==> src/rtl/hv_desat_flt_det_if.sv <==
// Signal bundle between the HV config/gate-command side and the DESAT detector.
// master drives config/commands and observes status; slave is the detector.
interface hv_desat_flt_det_if;
  logic       desat_dig_en;
  logic [2:0] desat_blanking;
  logic [2:0] desat_deglitch_sel;
  logic       pwm_on;
  logic       desat_cmp;
  logic       flt_clr;
  logic       blank_active;
  logic       desat_flt;
  logic       desat_flt_pulse;
  logic [1:0] desat_st;

  modport master (
    output desat_dig_en, desat_blanking, desat_deglitch_sel, pwm_on, desat_cmp, flt_clr,
    input  blank_active, desat_flt, desat_flt_pulse, desat_st
  );

  modport slave (
    input  desat_dig_en, desat_blanking, desat_deglitch_sel, pwm_on, desat_cmp, flt_clr,
    output blank_active, desat_flt, desat_flt_pulse, desat_st
  );
endinterface

==> src/rtl/hv_desat_flt_det.sv <==
// DESAT fault detector: blanking after gate turn-on, consecutive-sample deglitch
// of the synchronized comparator, and a sticky fault cleared only with the gate off.
module hv_desat_flt_det #(
  parameter int unsigned BLANK_UNIT = 16,
  parameter int unsigned DGL_UNIT   = 4,
  parameter int unsigned CNT_W      = 10
) (
  input  logic             clk,
  input  logic             rst,
  hv_desat_flt_det_if.slave bus
);

  typedef enum logic [1:0] {
    IDLE  = 2'd0,
    BLANK = 2'd1,
    MON   = 2'd2,
    FAULT = 2'd3
  } state_t;

  state_t           r_state;
  state_t           w_state_nx;
  logic [CNT_W-1:0] r_cnt;
  logic [CNT_W-1:0] w_cnt_nx;
  logic [CNT_W-1:0] r_blank_len;
  logic [CNT_W-1:0] r_dgl_len;
  logic [CNT_W-1:0] w_blank_len;
  logic [CNT_W-1:0] w_dgl_len;
  logic             r_cmp_meta;
  logic             r_cmp_s;
  logic             r_flt_pulse;
  logic             w_run;
  logic             w_blank_active;
  logic             w_desat_flt;

  assign w_run       = bus.pwm_on & bus.desat_dig_en;
  assign w_blank_len = CNT_W'(BLANK_UNIT) * (CNT_W'(bus.desat_blanking) + CNT_W'(1));
  assign w_dgl_len   = CNT_W'(DGL_UNIT) * (CNT_W'(bus.desat_deglitch_sel) + CNT_W'(1));

  always_ff @(posedge clk) begin
    if (rst) begin
      r_state     <= IDLE;
      r_cnt       <= '0;
      r_blank_len <= '0;
      r_dgl_len   <= '0;
      r_cmp_meta  <= 1'b0;
      r_cmp_s     <= 1'b0;
      r_flt_pulse <= 1'b0;
    end else begin
      r_state     <= w_state_nx;
      r_cnt       <= w_cnt_nx;
      r_cmp_meta  <= bus.desat_cmp;
      r_cmp_s     <= r_cmp_meta;
      r_flt_pulse <= (w_state_nx == FAULT) && (r_state != FAULT);
      if (r_state == IDLE && w_state_nx == BLANK) begin
        r_blank_len <= w_blank_len;
        r_dgl_len   <= w_dgl_len;
      end
    end
  end

  // Every state change clears the shared counter; turn-off beats fault detection in MON.
  always_comb begin
    w_state_nx = r_state;
    w_cnt_nx   = '0;
    case (r_state)
      IDLE: begin
        if (w_run) w_state_nx = BLANK;
      end
      BLANK: begin
        if (!w_run) w_state_nx = IDLE;
        else if (r_cnt == r_blank_len - CNT_W'(1)) w_state_nx = MON;
        else w_cnt_nx = r_cnt + CNT_W'(1);
      end
      MON: begin
        if (!w_run) w_state_nx = IDLE;
        else if (r_cmp_s && (r_cnt == r_dgl_len - CNT_W'(1))) w_state_nx = FAULT;
        else if (r_cmp_s) w_cnt_nx = r_cnt + CNT_W'(1);
      end
      FAULT: begin
        if (bus.flt_clr && !bus.pwm_on) w_state_nx = IDLE;
      end
      default: w_state_nx = IDLE;
    endcase
  end

  always_comb begin
    w_blank_active = (r_state == BLANK);
    w_desat_flt    = (r_state == FAULT);
  end

  assign bus.blank_active    = w_blank_active;
  assign bus.desat_flt       = w_desat_flt;
  assign bus.desat_flt_pulse = r_flt_pulse;
  assign bus.desat_st        = r_state;

endmodule

==> src/flat_wrapper.sv <==
// flat-port wrapper written by rule: the top's interface ports become plain ports
module hv_desat_flt_det_flat 
#(
  parameter int unsigned BLANK_UNIT = 16,
  parameter int unsigned DGL_UNIT   = 4,
  parameter int unsigned CNT_W      = 10
)
  (clk, rst, bus_desat_dig_en, bus_desat_blanking, bus_desat_deglitch_sel, bus_pwm_on, bus_desat_cmp, bus_flt_clr, bus_blank_active, bus_desat_flt, bus_desat_flt_pulse, bus_desat_st);
  hv_desat_flt_det_if bus_i ();
  input  logic clk;
  input  logic rst;
  input wire logic [$bits(bus_i.desat_dig_en)-1:0] bus_desat_dig_en;
  input wire logic [$bits(bus_i.desat_blanking)-1:0] bus_desat_blanking;
  input wire logic [$bits(bus_i.desat_deglitch_sel)-1:0] bus_desat_deglitch_sel;
  input wire logic [$bits(bus_i.pwm_on)-1:0] bus_pwm_on;
  input wire logic [$bits(bus_i.desat_cmp)-1:0] bus_desat_cmp;
  input wire logic [$bits(bus_i.flt_clr)-1:0] bus_flt_clr;
  output wire logic [$bits(bus_i.blank_active)-1:0] bus_blank_active;
  output wire logic [$bits(bus_i.desat_flt)-1:0] bus_desat_flt;
  output wire logic [$bits(bus_i.desat_flt_pulse)-1:0] bus_desat_flt_pulse;
  output wire logic [$bits(bus_i.desat_st)-1:0] bus_desat_st;
  assign bus_i.desat_dig_en = bus_desat_dig_en;
  assign bus_i.desat_blanking = bus_desat_blanking;
  assign bus_i.desat_deglitch_sel = bus_desat_deglitch_sel;
  assign bus_i.pwm_on = bus_pwm_on;
  assign bus_i.desat_cmp = bus_desat_cmp;
  assign bus_i.flt_clr = bus_flt_clr;
  assign bus_blank_active = bus_i.blank_active;
  assign bus_desat_flt = bus_i.desat_flt;
  assign bus_desat_flt_pulse = bus_i.desat_flt_pulse;
  assign bus_desat_st = bus_i.desat_st;
  hv_desat_flt_det #(.BLANK_UNIT(BLANK_UNIT), .DGL_UNIT(DGL_UNIT), .CNT_W(CNT_W)) u_core (.clk(clk), .rst(rst), .bus(bus_i));
endmodule
==> config.mk <==
export PLATFORM = sky130hd
export DESIGN_NAME = hv_desat_flt_det_flat
export DESIGN_NICKNAME = d
export VERILOG_FILES = /design/src/rtl/hv_desat_flt_det_if.sv /design/src/rtl/hv_desat_flt_det.sv /design/src/flat_wrapper.sv
export SDC_FILE = /design/constraint.sdc
export NUM_CORES = 1
export LEC_CHECK = 0
export ABC_AREA = 1
export CELL_PAD_IN_SITES_DETAIL_PLACEMENT = 1
export CELL_PAD_IN_SITES_GLOBAL_PLACEMENT = 2
export CORE_MARGIN = 10
export CORE_UTILIZATION = 31
export CTS_CLUSTER_DIAMETER = 50
export CTS_CLUSTER_SIZE = 28
export DETAILED_ROUTE_END_ITERATION = 16
export GPL_ROUTABILITY_DRIVEN = 0
export PLACE_DENSITY = 0.8
export SLEW_MARGIN = 25
export SYNTH_ARGS = -nofsm -noshare
export SYNTH_HDL_FRONTEND = slang
export SYNTH_SLANG_ARGS = --single-unit
==> constraint.sdc <==
create_clock -name clk -period 1.9 [get_ports clk]
set_input_delay 0.285 -clock clk [delete_from_list [all_inputs] [get_ports clk]]
set_output_delay 0.285 -clock clk [all_outputs]
set_load 0.02 [all_outputs]
# Word-level counts from Yosys, hierarchy flattened
# Index checks and enable logic that the tools add are counted.
op_classes:
  eq_ne: 8
  bitwise_logic: 1
  addsub: 5
  n_reduce_logical: 6
  n_mux: 13
ops:
  columns: ["cell", "n"]
  rows:
  - ["10-bit two-way mux", 5]
  - ["10-bit equality test", 2]
  - ["10-bit case mux with 2 select lines", 1]
  - ["10-bit by 1-bit subtractor with 10-bit output, second input constant", 2]
  - ["2-bit two-way mux", 6]
  - ["10-bit by 1-bit adder with 10-bit output, second input constant", 1]
  - ["3-bit by 1-bit adder with 4-bit output, second input constant", 2]
  - ["2-bit case mux with 4 select lines", 1]
  - ["2-bit equality test, second input constant", 3]
  - ["2-bit by 1-bit equality test with 1-bit output, second input constant", 2]
  - ["1-bit logical AND", 4]
  - ["2-bit logical NOT", 1]
  - ["2-bit != test, second input constant", 1]
  - ["1-bit bitwise AND", 1]
  - ["1-bit logical NOT", 1]
word_totals:
  out_inout_bits: 5
  elab_cells: 40
  register_bits: 29
  inputBits: 12

# Logic depth before layout (Yosys ltp)
logic_depth:
  word_depth: 8
  depth_mapped: 16
  ltp_nobuf: 16

# Worst setup path before layout
# No wires, ideal clock.
synth_path:
  path_type: "reg-to-reg"
  start: "register u_core.r_dgl_len[2]"
  end: "register u_core.r_flt_pulse, in the netlist u_core.bus.desat_flt_pulse"
  setup_time_ps: 64
  required_time_ps: 1836
  arrival_ps: 1539
  path_stages_with_launch: 16
  period_less_slack_ps: 1603
  slack_ps: 297
  n_path_buf: 0
  path_cell_list: "dfxtp_1 nor3_1 ha_1 nand2_1 nand2_1 nor2_1 nand3_2 nor2_2 nand2_2 nand2_1 nand2_1 nand2_1 nand2_1 nand2_1 nand2_1 nor2_1"
synth_via:
  elab_chain_len: 8
synth_rtl:
  columns: ["item", "line_no", "text"]
  rows:
  - ["from (decl)", "hv_desat_flt_det.sv:25", "logic [CNT_W-1:0] r_dgl_len;"]
  - ["from (signal assigned)", "hv_desat_flt_det.sv:56", "r_dgl_len <= w_dgl_len;"]
  - ["10-bit by 1-bit subtractor with 10-bit output", "hv_desat_flt_det.sv:76", "else if (r_cmp_s && (r_cnt == r_dgl_len - CNT_W'(1))) w_state_nx = FAULT;"]
  - ["10-bit equality test", "hv_desat_flt_det.sv:76", null]
  - ["1-bit logical AND", "hv_desat_flt_det.sv:76", null]
  - ["2-bit two-way mux", "hv_desat_flt_det.sv:76", null]
  - ["2-bit two-way mux", "hv_desat_flt_det.sv:75", "if (!w_run) w_state_nx = IDLE;"]
  - ["2-bit case mux with 4 select lines", "hv_desat_flt_det.sv:65", "case (r_state)"]
  - ["2-bit equality test", "hv_desat_flt_det.sv:53", "r_flt_pulse <= (w_state_nx == FAULT) && (r_state != FAULT);"]
  - ["1-bit logical AND", "hv_desat_flt_det.sv:53", null]
  - ["to (signal assigned)", "hv_desat_flt_det.sv:53", null]
  - ["to (decl)", "hv_desat_flt_det.sv:30", "logic r_flt_pulse;"]
# Every way passes these cells.
# A chain may end at the register's enable or synchronous reset.

# Worst setup path in the final report
layout_path:
  start: "register u_core.r_dgl_len[2]"
  end: "register u_core.r_cnt[2]"
layout_via:
  elab_chain_len: 6
layout_rtl:
  columns: ["item", "line_no", "text"]
  rows:
  - ["10-bit by 1-bit subtractor with 10-bit output", "hv_desat_flt_det.sv:76", null]
  - ["10-bit equality test", "hv_desat_flt_det.sv:76", null]
  - ["1-bit logical AND", "hv_desat_flt_det.sv:76", null]
  - ["10-bit two-way mux", "hv_desat_flt_det.sv:76", null]
  - ["10-bit two-way mux", "hv_desat_flt_det.sv:75", null]
  - ["10-bit case mux with 2 select lines", "hv_desat_flt_det.sv:65", null]
  - ["to (signal assigned)", "hv_desat_flt_det.sv:50", "r_cnt <= w_cnt_nx;"]
  - ["to (decl)", "hv_desat_flt_det.sv:22", "logic [CNT_W-1:0] r_cnt;"]
# Every way passes these cells.

==> results.py <==
metrics = {
    "drt": {
        "vias": 1423,
        "totalWireLength_um": 4150,
        "first_pass_iters": 4,
        "via_per_inst": 4.759,
        "drt_first_iter_violations": 35,
        "wl_per_cell_um": 13.88,
        "ant_nets": 0,
        "drc_errors": 0,
    },
    "clock_network": {
        "root_buffer": "clkbuf_8",
        "clock_path_buffers": 2,
        "clkSinkCount": 23,
        "cts_htree_levels": 1,
        "cts_made_buffers": 3,
        "clock_latency_ns": 0.27,
        "tritoncts": "yes",
        "path_clk_slew_ns": 0.08,
    },
    "global_route": {
        "grt_pass1_vias": 1482,
        "antenna_found_initial": 0,
        "grt_first_pass_wirelength_um": 6934,
        "grt_max_degree": 13,
        "grt_overflow_total": 0,
        "grt_util_all_layers": 0.1091,
    },
    "synthesis": {
        "ys_ff_latch": 23,
        "syn_nets": 239,
        "synth_top_area_frac": 0.3085,
        "yosysTopAreaCell": "dfxtp_1",
        "netlist_area_sq_um": 1493,
        "ys.warnings.count": 0,
        "yosys-top-cells-area": "dfxtp_1 31%, nand2_1 15%, ha_1 8.4%, inv_1 7.5%, nor2_1 5.5%",
        "synth.distinct_cells": 26,
        "avgSynthCellArea_sq_um": 6.879,
        "synth_cells": 217,
        "seq_area_frac_synth": 0.3085,
    },
    "floorplan": {
        "fp.dieArea_sq_um": 7991,
        "core_sq_um": 4692,
        "pin_count": 17,
        "die_w_um": 89.39,
        "die_h_um": 89.39,
        "rows": 25,
        "start_util": 0.3181,
    },
    "critical_path": {
        "critPathMaxFanout": 5,
        "worstSetupPathType": "flop to flop",
        "worst-path-buf-inv": 1,
        "worstSetupStartpointType": "flop",
        "path_delay_family": "simple AND/OR/NAND/NOR gates",
        "cp.required_ns": 2.10,
        "timing.critical_path.cells": "inv_1, ha_2, or2_4, nand2_1, nand2_1, nand3_2, nor2_4, nand2_2, nand3_1, nand2_2, nand4_4, nor3_2",
        "crit_slowest_cell": "dfxtp_2",
        "endpoint_kind": "flop",
        "crit_start": "u_core.r_dgl_len[2]",
        "critPathArrivalTime_ns": 2.04,
        "critPathMaxStageDelay_ns": 0.37,
        "r2r-start": "u_core.r_dgl_len[2]",
    },
    "sta": {
        "fin_crit_ns": 1.838,
        "fmax_ghz": 0.5440,
        "relSlewSlack": 0.6802,
        "drv_slew": 0,
        "skew_ns": 0.006384,
        "setup_viol": 0,
        "hold_viol": 0,
        "rsz0062_at_grt": "true",
        "timing.final.crit_share": 0.9674,
        "fin_ws_ns": 0.06188,
        "tightest_slew_ns": 0.4753,
    },
    "cells_and_area": {
        "drive_gt1_frac": 0.1878,
        "layout_common_cells": "57 x nand2_1, 30 x inv_1, 20 x dfxtp_1",
        "final_core_util": 0.4013,
        "fin_nets": 268,
        "layout_commonest_cell": "nand2_1",
        "area_growth_pct": 26.15,
        "antenna_cells": 0,
    },
    "power": {
        "total_power_mw": 2.487,
        "combPwrFrac": 0.587,
        "p_sw_frac": 0.4570,
        "pwr_density_cell_nw_per_um2": 1321,
        "p_switching_mw": 1.137,
        "ir_drop_mv": 0.4704,
        "power_frac_seq": 0.284,
        "p_leak_nw": 0.8544,
        "intPower_mw": 1.351,
        "pwr-share-clk": 0.129,
    },
    "job": {
        "drv_cap": 0,
    },
    "placed_design": {
        "io_buffer_count": 16,
        "place_ws_ns": 0.07921,
        "place_hpwl_um": 3269,
    },
    "worst_hold_path": {
        "worstHoldStart": "u_core.r_cmp_meta",
        "hp-class": "flop to flop",
    },
    "status": {
        "outcome": "completed",
    },
}
==> power groups by stage <==
stage               logic [mW]  clock network [mW]  registers [mW]
floorplan                0.929                   0           0.700
global placement          1.33                   0           0.691
detailed placement        1.34                   0           0.692
CTS                       1.34               0.332           0.680
global route              1.68               0.354           0.724
finish                    1.46               0.320           0.706
==> worst reg2reg max path, cell delays in order (launching register included) <==
cell	delay, ns
dfxtp_2	0.37
inv_1	0.07
ha_2	0.20
or2_4	0.24
nand2_1	0.06
nand2_1	0.06
nand3_2	0.09
nor2_4	0.04
nand2_2	0.05
nand3_1	0.08
nand2_2	0.14
nand4_4	0.17
nor3_2	0.22
==> cells by family (layout without fill, tap and decap cells) <==
logic type               after synthesis  after routing  synth area share
buffers and inverters                 36             63           0.09136
XOR/XNOR                               6              6           0.03521
flip-flops                            23             23            0.3085
AND/OR/NAND/NOR                      122            123            0.4032
adder cells (fa/ha/maj)               10             10           0.08382
AO/OA/AOI/OAI                         20             20           0.07795
==> per-stage QoR <==
stage | cells | hold WS (ns) | cell area [sq um] | setup TNS [ns]
floorplan | 217 | 0.3883 | 1493 | 0
global placement | 293 | 0.3945 | 1772 | 0
detailed placement | 293 | 0.3988 | 1772 | 0
CTS | 297 | 0.4113 | 1814 | 0
global route | 299 | 0.4199 | 1883 | -0.4283
finish | 299 | 0.4085 | 1883 | 0
==> state kept, by name, indices dropped and copies added, names as in the netlist <==
signal,count
u_core.r_blank_len,4
u_core.bus.desat_st,2
u_core.bus.desat_flt_pulse,1
u_core.r_cnt,10
u_core.r_cmp_meta,1
u_core.r_dgl_len,4
u_core.r_cmp_s,1
==> synthesized netlist by cell type, drive strengths merged <==
cell type,count
o211ai,1
o21ai,4
a21boi,1
nor3,5
nand4,5
or2,1
a21oi,7
ha,10
a211oi,2
dfxtp,23
clkbuf,1
xor2,6
nor2,28
nor4,2
nand2,61
a31oi,5
inv,34
buf,1
nand3,20
==> per-layer routing <==
layer	global-route usage	part of all wire	vias up
met2	0.1901	0.50	9
met1	0.1339	0.47	655
met3	0.02644	0.018	2
met4	0.01734	0.0043	0
li1	-	-	757
met5	0	0	-
==> repair_timing <==
| item | 4_1_cts | 5_1_grt |
|---|---|---|
| hold buffers | 0 | 0 |
| pin swaps | 0 | 6 |
| gates resized for setup | 2 | 15 |
| endpoints found under the setup margin | 2 | 13 |
| buffers inserted | 0 | 1 |
| gates cloned | 0 | 1 |
==> area by class of cell <==
type / instances / area (sq um)
Multi-Input combinational cell: 159 / 948.4
Inverter: 34 / 127.6
Timing Repair Buffer: 25 / 225.2
Sequential cell: 23 / 469.2
Tap cell: 54 / 67.56
Fill cell: 589 / 2809
Clock buffer: 4 / 45.04
==> path summary, 6_finish.rpt <==
path | cells after the start | end | slack (ns)
hold reg to reg | 2 | u_core.r_cmp_s | 0.41
setup reg to reg | 12 | u_core.r_cnt[2] | 0.06
setup / recovery | 12 | u_core.r_cnt[2] | 0.06
hold / removal | 2 | u_core.r_cmp_s | 0.41
(Power assumes the default switching activity.)
